--- config.mk ---
export PLATFORM = sky130hd
export DESIGN_NAME = eeprom_arbiter
export DESIGN_NICKNAME = d
export VERILOG_FILES = /design/src/rtl/eeprom_arbiter.sv
export SDC_FILE = /design/constraint.sdc
export NUM_CORES = 1
export LEC_CHECK = 0
export CAP_MARGIN = 20
export CORE_AREA = 2 2 68 70
export CTS_CLUSTER_SIZE = 24
export DETAILED_ROUTE_END_ITERATION = 7
export DIE_AREA = 0 0 70 72
export GPL_TIMING_DRIVEN = 0
export PLACE_DENSITY = 0.79
export SLEW_MARGIN = 10
export SYNTH_ARGS = -nofsm -noshare
export SYNTH_HDL_FRONTEND = slang
export SYNTH_SLANG_ARGS = --single-unit
export TNS_END_PERCENT = 1
--- constraint.sdc ---
create_clock -name clk_i -period 1.7 [get_ports clk_i]
set_input_delay 0.17 -clock clk_i [delete_from_list [all_inputs] [get_ports clk_i]]
set_output_delay 0.17 -clock clk_i [all_outputs]
set_load 0.01 [all_outputs]
--- src/rtl/eeprom_arbiter.sv ---
// eeprom_arbiter
//
// Purpose: two-client round-robin arbiter and sequencer for the serial EEPROM
// read/write engine. It picks one requesting client, registers that client's
// address, write byte and direction toward the engine, and holds the engine's
// WR/RD command until the engine returns ACK. For a read it captures the
// engine's byte, then pulses DONE to the winning client.
//
// Ports:
//   clk_i               system clock, rising edge
//   reset_ni            synchronous active-low reset
//   req0_i / req1_i     client requests, held high until the matching done
//   we0_i / we1_i       1 = write, 0 = read
//   addr0_i / addr1_i   client byte addresses
//   wdata0_i / wdata1_i client write bytes
//   gnt0_o / gnt1_o     client owns the engine (issue through done)
//   done0_o / done1_o   one-cycle completion pulses
//   err0_o / err1_o     one-cycle timeout pulses (watchdog builds only)
//   rdata_o             read byte, valid in the done cycle of a read
//   e_wr_o / e_rd_o     engine command levels
//   e_addr_o, e_wdata_o registered address and write byte to the engine
//   e_rdata_i, e_ack_i  engine read byte and one-cycle completion pulse
//
// Configuration: define EEPROM_ARB_TIMEOUT_EN to build in an ACK watchdog of
// TIMEOUT cycles. Without it, WAIT lasts until E_ACK and err0_o/err1_o are 0.

module eeprom_arbiter #(
  parameter int          ADDR_W  = 11,
  parameter int          DATA_W  = 8,
  parameter logic [15:0] TIMEOUT = 16'd4000
) (
  input  logic              clk_i,
  input  logic              reset_ni,
  input  logic              req0_i,
  input  logic              req1_i,
  input  logic              we0_i,
  input  logic              we1_i,
  input  logic [ADDR_W-1:0] addr0_i,
  input  logic [ADDR_W-1:0] addr1_i,
  input  logic [DATA_W-1:0] wdata0_i,
  input  logic [DATA_W-1:0] wdata1_i,
  output logic              gnt0_o,
  output logic              gnt1_o,
  output logic              done0_o,
  output logic              done1_o,
  output logic              err0_o,
  output logic              err1_o,
  output logic [DATA_W-1:0] rdata_o,
  output logic              e_wr_o,
  output logic              e_rd_o,
  output logic [ADDR_W-1:0] e_addr_o,
  output logic [DATA_W-1:0] e_wdata_o,
  input  logic [DATA_W-1:0] e_rdata_i,
  input  logic              e_ack_i
);

  localparam logic [1:0] StIdle  = 2'd0;
  localparam logic [1:0] StIssue = 2'd1;
  localparam logic [1:0] StWait  = 2'd2;
  localparam logic [1:0] StDone  = 2'd3;

  logic [1:0]        state_q, state_d;
  logic              last_q, last_d;
  logic              owner_q, owner_d;
  logic              wr_q, wr_d;
  logic              gnt0_q, gnt0_d, gnt1_q, gnt1_d;
  logic              done0_q, done0_d, done1_q, done1_d;
  logic              e_wr_q, e_wr_d, e_rd_q, e_rd_d;
  logic [ADDR_W-1:0] e_addr_q, e_addr_d;
  logic [DATA_W-1:0] e_wdata_q, e_wdata_d;
  logic [DATA_W-1:0] rdata_q, rdata_d;
  logic              winner;

`ifdef EEPROM_ARB_TIMEOUT_EN
  logic [15:0] wdog_q, wdog_d;
  logic        err0_q, err0_d, err1_q, err1_d;
`endif

  // Next-state logic for the IDLE -> ISSUE -> WAIT -> DONE sequence.
  always_comb begin
    state_d   = state_q;
    last_d    = last_q;
    owner_d   = owner_q;
    wr_d      = wr_q;
    gnt0_d    = gnt0_q;
    gnt1_d    = gnt1_q;
    done0_d   = 1'b0;
    done1_d   = 1'b0;
    e_wr_d    = e_wr_q;
    e_rd_d    = e_rd_q;
    e_addr_d  = e_addr_q;
    e_wdata_d = e_wdata_q;
    rdata_d   = rdata_q;
    winner    = 1'b0;
`ifdef EEPROM_ARB_TIMEOUT_EN
    wdog_d    = wdog_q;
    err0_d    = 1'b0;
    err1_d    = 1'b0;
`endif
    case (state_q)
      StIdle: begin
        if (req0_i || req1_i) begin
          // Lone requester wins; on a tie the client not served last wins.
          winner    = (req0_i && req1_i) ? ~last_q : req1_i;
          owner_d   = winner;
          wr_d      = winner ? we1_i : we0_i;
          e_addr_d  = winner ? addr1_i : addr0_i;
          e_wdata_d = winner ? wdata1_i : wdata0_i;
          gnt0_d    = ~winner;
          gnt1_d    = winner;
          state_d   = StIssue;
        end
      end
      StIssue: begin
        e_wr_d  = wr_q;
        e_rd_d  = ~wr_q;
        state_d = StWait;
`ifdef EEPROM_ARB_TIMEOUT_EN
        wdog_d  = 16'd0;
`endif
      end
      StWait: begin
        // ACK takes priority over a watchdog expiry in the same cycle.
        if (e_ack_i) begin
          e_wr_d  = 1'b0;
          e_rd_d  = 1'b0;
          if (!wr_q) begin
            rdata_d = e_rdata_i;
          end
          done0_d = ~owner_q;
          done1_d = owner_q;
          state_d = StDone;
        end
`ifdef EEPROM_ARB_TIMEOUT_EN
        else if (wdog_q == (TIMEOUT - 16'd1)) begin
          e_wr_d  = 1'b0;
          e_rd_d  = 1'b0;
          done0_d = ~owner_q;
          done1_d = owner_q;
          err0_d  = ~owner_q;
          err1_d  = owner_q;
          state_d = StDone;
        end else begin
          wdog_d = wdog_q + 16'd1;
        end
`endif
      end
      default: begin
        gnt0_d  = 1'b0;
        gnt1_d  = 1'b0;
        last_d  = owner_q;
        state_d = StIdle;
      end
    endcase
  end

  // State and output registers; reset also drops any engine command at once.
  always_ff @(posedge clk_i) begin
    if (!reset_ni) begin
      state_q   <= StIdle;
      last_q    <= 1'b1;
      owner_q   <= 1'b0;
      wr_q      <= 1'b0;
      gnt0_q    <= 1'b0;
      gnt1_q    <= 1'b0;
      done0_q   <= 1'b0;
      done1_q   <= 1'b0;
      e_wr_q    <= 1'b0;
      e_rd_q    <= 1'b0;
      e_addr_q  <= '0;
      e_wdata_q <= '0;
      rdata_q   <= '0;
`ifdef EEPROM_ARB_TIMEOUT_EN
      wdog_q    <= 16'd0;
      err0_q    <= 1'b0;
      err1_q    <= 1'b0;
`endif
    end else begin
      state_q   <= state_d;
      last_q    <= last_d;
      owner_q   <= owner_d;
      wr_q      <= wr_d;
      gnt0_q    <= gnt0_d;
      gnt1_q    <= gnt1_d;
      done0_q   <= done0_d;
      done1_q   <= done1_d;
      e_wr_q    <= e_wr_d;
      e_rd_q    <= e_rd_d;
      e_addr_q  <= e_addr_d;
      e_wdata_q <= e_wdata_d;
      rdata_q   <= rdata_d;
`ifdef EEPROM_ARB_TIMEOUT_EN
      wdog_q    <= wdog_d;
      err0_q    <= err0_d;
      err1_q    <= err1_d;
`endif
    end
  end

`ifdef EEPROM_ARB_TIMEOUT_EN
  assign err0_o = err0_q;
  assign err1_o = err1_q;
`else
  logic unused_timeout_cfg;
  assign unused_timeout_cfg = ^TIMEOUT;
  assign err0_o = 1'b0;
  assign err1_o = 1'b0;
`endif

  assign gnt0_o    = gnt0_q;
  assign gnt1_o    = gnt1_q;
  assign done0_o   = done0_q;
  assign done1_o   = done1_q;
  assign rdata_o   = rdata_q;
  assign e_wr_o    = e_wr_q;
  assign e_rd_o    = e_rd_q;
  assign e_addr_o  = e_addr_q;
  assign e_wdata_o = e_wdata_q;

endmodule

# Word level (Yosys, flattened, before mapping)
# Index checks and enable logic that the tools add are counted.
# word_totals
reg_bits	38
output_inout_bits	35
word_cells	48
# op_classes
eq_ne	4
mux	14
bitwise_logic	5
n_reduce_logical	12
# ops
op	n
$mux W11	1
$mux W8	1
$pmux W1 S2	4
$reduce_and A2 Y1	4
$pmux W2 S3	1
$reduce_and A3 Y1	2
$mux W1	5
$not A1 Y1	5
$mux W2	2
$ne A2 B2 Y1 const B	2
$reduce_or A3 Y1	1
$eq A2 B1 Y1 const B	1
$eq A2 B2 Y1 const B	1
$logic_not A2 Y1	1
$reduce_bool A2 Y1	1
$reduce_or A2 Y1	1
$logic_and A1 B1 Y1	1
$logic_or A1 B1 Y1	1

# Logic depth before layout (Yosys ltp)
# Gate-level depths: netlist of the first run.
# logic_depth
ltp_word	5
mapped_depth	6

# Worst setup path before layout of the first run
# Ideal clock, no wire load.
# synth_path
kind	register -> register
startpoint	reg state_q[0]
endpoint	reg state_q[0]
arrival_time_ns	1.414
required_time_ns	1.630
slack_ns	0.216
stages_incl_launch_ff	6
n_path_buf	0
cell_sequence	dfxtp_1 > inv_1 > ha_1 > nor3b_1 > or4_1 > a21boi_1
# synth_between
elab_chain_len	3
word_cells_on_any_way	7
cone_classes	eq/ne: 4; mux: 1; reduce/logical: 2
# synth_rtl
item	line	rtl
start, declared	62	logic [1:0] state_q, state_d;
start signal, assigned	160	state_q <= StIdle;
start signal, assigned	179	state_q <= state_d;
$eq A2 B2 Y1 or $logic_not A2 Y1 (tied branches)	100	case (state_q)
$ne A2 B2 Y1 (no line)	-	
$reduce_and A2 Y1 (no line)	-	
# Several ways; a longest one is shown, not always the timed one.
# A chain may end at the register's enable or synchronous reset.

# Final worst setup path of the first run
# Same ends and word-level chain as after synthesis.

==> results.yml, run 1 <==
outcome:
  status: "completed"
layout:
  share_of_final_layout_standard_cells_stronger_than_drive_strength_1_pct: 5.245
  final_core_util_pct: 61.94
  finalNonFillerCells: 338
  antenna_cells: 0
  area.growth.synth_to_final_pct: 60.53
  summed_area_of_non_filler_cells_in_the_final_layout_um2: 2641
  finish.net_count: 345
global_route:
  grt_util_all_layers_pct: 18.05
  first_global_vias: 1700
  grt_start_max_net_pins: 11
  grt.overflow.total: 0
  grt_antenna_before_repair: 0
  first_pass_grt_wire_length_um: 7293
synth:
  synthDistinctLibCells: 26
  synth-edff-count: 0
  synth_cells: 194
  synth_most_common_cell: "a21oi_1"
  post_synth_most_frequent_cells: "40 x a21oi_1, 38 x dfxtp_1, 25 x nand2_1, 21 x o21ai_0, 12 x mux2i_1"
  synth_sequential_area_ratio_pct: 46.24
  synth.cell_area_um2: 1645
  asyncSetResetFlopFracSynth_pct: 0
  most_used_flip_flop_cell_after_synthesis: "dfxtp_1"
  synth-seq-cells: 38
  post-synth-top-area-cell: "dfxtp_1"
  synth_largest_type_area_fraction_pct: 46.24
  synth_area_leaders: "dfxtp_1 46%, a21oi_1 12%, mux2i_1 7.3%, o21ai_0 6.4%, nand2_1 5.7%"
  avgSynthCellArea_um2: 8.481
  yosysWarningCount: 0
worst_setup_path:
  crit_path_max_fanout: 5
  worst_ep_required_time_ps: 1920
  critical_path.slowest_cell: "or4_1"
  worst_path_largest_cell_delay_ps: 520
  cp-end-kind: "register"
  critical_path_class: "reg -> reg"
  critPathArrivalTime_ps: 1810
  kind_of_start_point_of_the_critical_path: "register"
  critical_path.cell_chain: "inv_1, ha_1, nor3b_2, or4_1, a21boi_1"
drt:
  post_drt_via_cell_ratio: 4.926
  drt-total-wl_um: 4570
  drt_first_iter_violations: 81
  num_vias: 1665
  drtAntennaViolNets: 0
  detail_route.wl_per_cell_um: 13.52
  first_pass_iteration_count_of_the_detailed_router: 4
  route.detailed.drc: 0
clocking:
  cts-root-to-sink-buffers: 2
  cts.sinks: 38
  tritoncts: "done"
  post_cts_resized: 0
  htree_levels: 2
  clock_tree.root_cell: "clkbuf_8"
  cts-buffers-inserted: 5
  cts_hold_buffers: 0
  postCtsSetupRepairBufs: 0
  worstSkewPairLatency_ps: 290
  clkSlewWorstSetupHoldPaths_ps: 80
floorplanning:
  die_area_um2: 5040
  die_w_um: 70
  initial_utilization_pct: 38.59
  fp-row-count: 24
  dieHeight_um: 72
  core_area_um2: 4264
  pin_count: 88
power_and_ir_drop:
  powerDensity_nw_per_um2: 1225
  netSwitchingFraction_pct: 34.09
  max-vdd-ir-drop_v: 0.0006196
  netSwitchingPower_mw: 1.103
  p_leak_nw: 1.079
  p_int_mw: 2.132
  comb_power_share_pct: 43.6
  seq_power_share_pct: 38.6
  power.share.clock_pct: 17.9
sta:
  setup_viol: 0
  fin_tns_setup_ps: 0
  final_period_minus_worst_setup_slack_ps: 1587
  worst_clock_skew_ps: 9.893
  min_period_over_period_pct: 93.35
  slew_viol_final: 0
  finalHoldViolCount: 0
  rsz0062_at_grt: "true"
  achievable_frequency_mhz: 630.2
place:
  port_buf_inserts: 84
  finalWeightedCongestion: 0.7837
  post_dp_cell_area_um2: 2555
  cells_after_dpl: 331
  detailed_place_hpwl_um: 3256
worst_hold_path:
  timing.hold.worst.class: "in -> reg"
job:
  max_cap_violations: 0
==> cells in the final DEF (no fill, tap or decap) <==
master / count
clkdlybuf4s50_1: 84
a21oi_1: 40
dfxtp_1: 36
nand2_1: 25
o21ai_0: 21
mux2i_1: 12
nor2b_1: 11
clkbuf_1: 10
ha_1: 6
clkbuf_8: 5
inv_1: 4
nor2_1: 4
a21boi_1: 3
buf_2: 3
nand3_1: 3
clkbuf_2: 2
buf_4: 2
conb_1: 2
dfxtp_2: 2
o21ai_1: 1
a22oi_1: 1
a21bo_1: 1
o21a_1: 1
nor3b_2: 1
a32oi_1: 1
or3_1: 1
nand3b_1: 1
or4_1: 1
o211ai_1: 1
o31ai_1: 1
==> final cells by class <==
type                            instances  area, µm²
Buffer                                 15      70.07
Clock buffer                            7      76.32
Fill cell                             387       1623
Inverter                                4      15.01
Multi-Input combinational cell        138      810.8
Sequential cell                        38      763.2
Tap cell                               52      65.06
Timing Repair Buffer                   84      840.8
==> path summary, 6_finish.rpt <==
kind / startpoint / end / slack (ps) / cells past startpoint
hold / removal: reset_ni / last_q / 190 / 2
hold reg to reg: e_rd_o / e_rd_o / 460 / 2
setup reg to reg: state_q[0] / state_q[0] / 110 / 5
setup / recovery: state_q[0] / state_q[0] / 110 / 5
==> logic make-up after synthesis <==
kind of cell | share of synthesized area (%)
other | 0.2279
and+or+nand+nor | 13.46
muxes | 7.301
AOI/OAI and AO/OA | 23.19
DFF | 46.24
adders and majority gates | 4.563
buffers and inverters | 5.018
==> routing by layer <==
metal / part of all wire [%] / global-route usage (%)
met1: 44 / 20.82
met2: 48 / 31.11
met3: 7.7 / 5.833
met4: 1.1 / 7.479
met5: 0 / 0
==> critical path: cells and delay by family (launching register included) <==
family / cells / cell delay, ps
buffers and inverters: 1 / 90
AOI/OAI and AO/OA: 1 / 140
DFF: 1 / 360
adders and majority gates: 1 / 220
and+or+nand+nor: 2 / 710
==> per-stage QoR <==
| stage | hold slack, ps | setup slack [ps] | total power, mW |
|---|---|---|---|
| after global placement | 439.2 | 59.29 | 2.623 |
| final | 186.9 | 113.1 | 3.234 |
| after global routing | 213.7 | -43.02 | 3.461 |
| after detailed placement | 450.7 | 24.62 | 2.654 |
| after floorplan | 304.0 | 216.4 | 1.982 |
| after CTS | 193.2 | 39.79 | 3.236 |
==> power groups by stage <==
stage	sequential, mW	combinational (mW)	clock (mW)
detailed placement	1.26	1.40	0
CTS	1.24	1.41	0.589
global placement	1.25	1.37	0
finish	1.25	1.41	0.578
global route	1.27	1.56	0.628
floorplan	1.33	0.649	0
==> state kept, by name, summed over array words and instances, names as in the netlist <==
signal     flops
rdata_o        8
wr_q           1
e_wr_o         1
owner_q        1
last_q         1
gnt0_o         1
done0_o        1
e_wdata_o      8
state_q        2
gnt1_o         1
done1_o        1
e_rd_o         1
e_addr_o      11
No activity file was read; power rests on OpenSTA's default activity.
==> inputs of run 2 (changes only) <==
--- a/config.mk
+++ b/config.mk
@@ -5,7 +5,6 @@
 export SDC_FILE = /design/constraint.sdc
 export NUM_CORES = 1
 export LEC_CHECK = 0
-export CAP_MARGIN = 20
 export CORE_AREA = 2 2 68 70
 export CTS_CLUSTER_SIZE = 24
 export DETAILED_ROUTE_END_ITERATION = 7
==> results of run 2 <==
No change in the layout: final DEF, timing and power equal those of run 1.
